File: config.mk
export PLATFORM = sky130hd
export DESIGN_NAME = nano_prog_loader
export DESIGN_NICKNAME = d
export VERILOG_FILES = /design/src/rtl/nano_prog_loader.sv
export SDC_FILE = /design/constraint.sdc
export NUM_CORES = 2
export LEC_CHECK = 0
export CORE_ASPECT_RATIO = 1.2
export CORE_MARGIN = 2
export CORE_UTILIZATION = 30
export DETAILED_ROUTE_END_ITERATION = 7
export PLACE_DENSITY = 0.46
export SLEW_MARGIN = 40
export SYNTH_ARGS = -nofsm -noshare
export SYNTH_HDL_FRONTEND = slang
export SYNTH_SLANG_ARGS = --single-unit
File: constraint.sdc
create_clock -name ck -period 16.6 [get_ports ck]
set_input_delay 4.98 -clock ck [delete_from_list [all_inputs] [get_ports ck]]
set_output_delay 4.98 -clock ck [all_outputs]
set_load 0.01 [all_outputs]
File: src/rtl/nano_prog_loader.sv
// Boot loader and program/data RAM for the NanoCPU: clears the RAM, loads an
// image over a valid/ready word stream, then serves the CPU memory port.
module nano_prog_loader #(
    parameter int AW       = 8,
    parameter int DW       = 16,
    parameter bit CLEAR_EN = 1'b1
) (
    input  logic          ck,
    input  logic          rst,
    input  logic          ld_valid,
    output logic          ld_ready,
    input  logic [DW-1:0] ld_data,
    input  logic          ld_last,
    input  logic          reload,
    output logic          cpu_rst,
    input  logic [AW-1:0] cpu_address,
    input  logic [DW-1:0] cpu_dataW,
    output logic [DW-1:0] cpu_dataR,
    input  logic          cpu_ce,
    input  logic          cpu_we,
    output logic [AW:0]   ld_count,
    output logic          ovf
);

    typedef enum logic [1:0] {ST_CLEAR, ST_LOAD, ST_RUN} state_t;

    localparam state_t        BOOT_STATE = CLEAR_EN ? ST_CLEAR : ST_LOAD;
    localparam logic [AW-1:0] PTR_LAST   = '1;
    localparam logic [AW:0]   COUNT_MAX  = {1'b1, {AW{1'b0}}};

    state_t        state_q;
    logic [AW-1:0] ptr_q;
    logic [AW:0]   ld_count_q;
    logic          ovf_q;
    logic          cpu_rst_q;
    logic          ld_ready_q;
    logic [DW-1:0] mem_q [2**AW];

    logic          accept;
    logic          wr_en;
    logic [AW-1:0] wr_addr;
    logic [DW-1:0] wr_data;

    assign accept = ld_valid && ld_ready_q;

    always_ff @(posedge ck) begin
        if (rst) begin
            state_q    <= BOOT_STATE;
            ptr_q      <= '0;
            ld_count_q <= '0;
            ovf_q      <= 1'b0;
            cpu_rst_q  <= 1'b1;
            ld_ready_q <= 1'b0;
        end else begin
            case (state_q)
                ST_CLEAR: begin
                    ptr_q <= ptr_q + 1'b1;
                    if (ptr_q == PTR_LAST) begin
                        state_q    <= ST_LOAD;
                        ld_ready_q <= 1'b1;
                    end
                end
                ST_LOAD: begin
                    ld_ready_q <= 1'b1;
                    if (accept) begin
                        ptr_q <= ptr_q + 1'b1;
                        if (ld_count_q != COUNT_MAX) begin
                            ld_count_q <= ld_count_q + 1'b1;
                        end
                        // A full RAM ends the load even without ld_last; the rest of the stream is refused.
                        if (ld_last || (ptr_q == PTR_LAST)) begin
                            state_q    <= ST_RUN;
                            ovf_q      <= !ld_last;
                            cpu_rst_q  <= 1'b0;
                            ld_ready_q <= 1'b0;
                        end
                    end
                end
                ST_RUN: begin
                    if (reload) begin
                        state_q    <= BOOT_STATE;
                        ptr_q      <= '0;
                        ld_count_q <= '0;
                        ovf_q      <= 1'b0;
                        cpu_rst_q  <= 1'b1;
                        ld_ready_q <= 1'b0;
                    end
                end
                default: begin
                    state_q    <= BOOT_STATE;
                    cpu_rst_q  <= 1'b1;
                    ld_ready_q <= 1'b0;
                end
            endcase
        end
    end

    // One shared RAM write port: clearing, loading or the CPU, depending on state.
    always_comb begin
        wr_en   = 1'b0;
        wr_addr = ptr_q;
        wr_data = '0;
        case (state_q)
            ST_CLEAR: wr_en = !rst;
            ST_LOAD: begin
                wr_en   = accept && !rst;
                wr_data = ld_data;
            end
            ST_RUN: begin
                wr_en   = cpu_ce && cpu_we && !rst;
                wr_addr = cpu_address;
                wr_data = cpu_dataW;
            end
            default: wr_en = 1'b0;
        endcase
    end

    always_ff @(posedge ck) begin
        if (wr_en) begin
            mem_q[wr_addr] <= wr_data;
        end
    end

    assign cpu_dataR = ((state_q == ST_RUN) && cpu_ce) ? mem_q[cpu_address] : '0;
    assign ld_ready  = ld_ready_q;
    assign cpu_rst   = cpu_rst_q;
    assign ld_count  = ld_count_q;
    assign ovf       = ovf_q;

endmodule

==> impl_metrics.json <==
{
  "outcome": "complete, no violations",
  "syn_area_per_cell_um2": 20.80,
  "cellPowerDensity_nw_per_um2": 115.2,
  "ioPinCount": 75,
  "slowest_delay_ns": 0.92,
  "ys.flop_type": "edfxtp_1",
  "cp_num_cells": 11,
  "final_hold_viol_count": 0,
  "area_delta_synth_final_pct": 15.62,
  "htreeDepth": 5,
  "cp.arrival_ns": 10.35,
  "syn_area_um2": 159900,
  "synth_top_cell_by_area": "edfxtp_1",
  "clkLatencyLatePin_ns": 1.00,
  "p_sw_share_pct": 21.35,
  "ant_nets": 0,
  "fin_worst_skew_ns": 0.08156,
  "cp_slowest_cell": "o22ai_1",
  "combinationalPowerShare_pct": 3.6,
  "rsz0062_at_grt": "false",
  "nets": 8272,
  "num_rows": 293,
  "post_cts_buffers": 0,
  "grt_first_pass_wirelength_mm": 706.3,
  "grt_pass1_vias": 81940,
  "cpLargestDelayFamily": "buffers and inverters",
  "p_leak_uw": 0.05787,
  "grt_max_degree": 141,
  "cts.sinks": 4118,
  "io_buffer_count": 74,
  "reg2reg_depth": 10,
  "gp_congestion": 0.8334,
  "dr.first_iter.drc_count": 9335,
  "post-synth-top-count-cell": "edfxtp_1",
  "crit_buf_inv": 5,
  "path_clk_slew_ns": 0.05,
  "cp_cell_sequence": "buf_8, buf_4, nor2b_4, buf_4, a22oi_1, and3_1, a2111oi_0, nand4_1, o22ai_1, buf_4, clkdlybuf4s50_1",
  "antenna_found_initial": 31,
  "ys_types": 80,
  "worstMarginPinSlew_ns": 0.9910,
  "p_clk_share_pct": 43.5,
  "drive_above_1_share_pct": 23.49,
  "cp_max_fo": 45,
  "hold_depth": 2,
  "fmax_mhz": 65.22,
  "worstPathRequired_ns": 11.62,
  "die_h_um": 803.7,
  "start_util_pct": 30.12,
  "fin_tns_setup_ns": 0,
  "path_class": "primary input to primary output",
  "yosys-top-cells-count": "edfxtp_1, mux4_2, mux2i_1",
  "synth_seq_area_share_pct": 77.21,
  "endpoint_kind": "primary output",
  "wl_per_cell_um": 33.11,
  "seq_power_share_pct": 52.9,
  "synthTopCellsByArea": "edfxtp_1, mux4_2, mux2i_1",
  "cts_tree": "done",
  "vias": 82010,
  "p_int_uw": 16740,
  "p_switching_uw": 4545,
  "async_reset_ff_share_pct": 0,
  "cts.path.max_buffers": 4,
  "core_um2": 530800,
  "drtPass1Iterations": 5,
  "wl_mm": 518.1,
  "hold_class": "flop to flop",
  "grtUsageTotal_pct": 18.71,
  "layout.cells.non_filler": 15650,
  "drc": 0,
  "die_x_um": 670.4,
  "post-route-period-util_pct": 92.36,
  "place_inst": 14880,
  "peakVddDrop_v": 0.00008426,
  "cts_buffers": 412,
  "ys_seq_elements": 4118,
  "slew_viol_final": 0,
  "cts_root_buf": "clkbuf_16",
  "synth_edf_count": 4096,
  "syn_nets": 7743,
  "path_common_cell": "buf_4",
  "fin_crit_ns": 15.33,
  "cts.hold.buffers_added": 0,
  "synth_top_cell_area_share_pct": 76.93,
  "setup_viol": 0,
  "maxCapViolCount": 0,
  "dp_hpwl_mm": 330.3,
  "cts_repair_resize_count": 0,
  "viasPerCell": 5.242,
  "cp-start-kind": "primary input",
  "ys_warn_count": 0,
  "syn_inst": 7687,
  "max-slew-margin-rel_pct": 32.05,
  "die_area_um2": 538800,
  "gr-total-overflow": 0
}
-- power groups by stage --
stage,registers (uW),clock network (uW),logic (uW)
2_1_floorplan,11500,0,473
3_3_place_gp,11500,0,782
3_5_place_dp,11500,0,785
4_1_cts,11300,9420,787
5_1_grt,11300,9790,802
6_report,11300,9250,773
-- tightest hold or removal path, stage by stage (launching register included) --
cell and delay (ns):
dfxtp_1 0.32, o21ai_0 0.07, nand2_1 0.05
-- cells by family (layout without fill, tap and decap cells) --
logic type                 Yosys count  in the layout  share of synthesized area (%)
AOI/OAI and AO/OA                  831            831                          3.654
xor gates and xnor gates            14             14                        0.07669
adders and majority gates            9              9                        0.07044
buffers and inverters              476           1341                          1.932
DFF                               4118           4118                          77.21
muxes                             1332           1332                          14.42
other                                0             14                              0
and+or+nand+nor                    907            907                          2.634
-- state kept, by name, indices dropped and copies added (netlist names) --
signal and cells:
ptr_q 8, ld_count 9, mem_q 4096, cpu_rst 1, state_q 2, ld_ready 1
ovf 1
-- final cells by class --
| cell class | count | area (um^2) |
|---|---|---|
| fillers | 49610 | 346000 |
| flip-flops and latches | 4118 | 123400 |
| multi-input cells | 3093 | 34090 |
| clock buffers | 515 | 10860 |
| well taps | 7080 | 8859 |
| repair buffers | 579 | 5205 |
| clock inverters | 235 | 2311 |
| inverters | 12 | 52.55 |
| diodes | 14 | 35.03 |
-- path summary, 6_finish.rpt --
check | endpoint | slack, ns | startpoint
setup / recovery | cpu_dataR[11] | 1.27 | cpu_address[3]
hold / removal | cpu_rst | 0.49 | cpu_rst
setup reg to reg | mem_q[147][14] | 12.09 | state_q[0]
hold reg to reg | cpu_rst | 0.49 | cpu_rst
-- layout by cell type (no fill, tap or decap), drive strengths merged, types with 33 or more instances in the layout --
master,count
edfxtp,4096
mux4,764
mux2i,538
clkbuf,516
buf,512
nor2,339
nand2,204
o221ai,180
clkinv,176
o22ai,169
nor3,128
o21ai,120
a21oi,109
clkdlybuf4s50,66
a22oi,60
nand4,55
a211oi,52
nand3,46
bufinv,37
nor4,33
-- per-layer routing --
metal	vias up	wire [um]	global-route usage, %
met1	44980	216100	25.09
met2	3044	255900	31.82
met3	606	30300	2.538
met4	4	15790	5.282
li1	33380	-	-
met5	-	28	0
-- through the flow --
step                      util (%)  power (uW)  setup slack, ns  hold WS [ns]  cell area (um^2)
after floorplan                  -       11960            3.824        0.4803            159900
after global placement       32.18       12270            1.022        0.4636            170800
after detailed placement     32.30       12270            1.137        0.4795            171500
after CTS                    34.78       21470            1.132        0.4990            184600
after global routing         34.82       21850            1.353        0.5308            184800
final                        34.82       21290            1.268        0.4940            184800
Power figures use the tool's default switching activity.
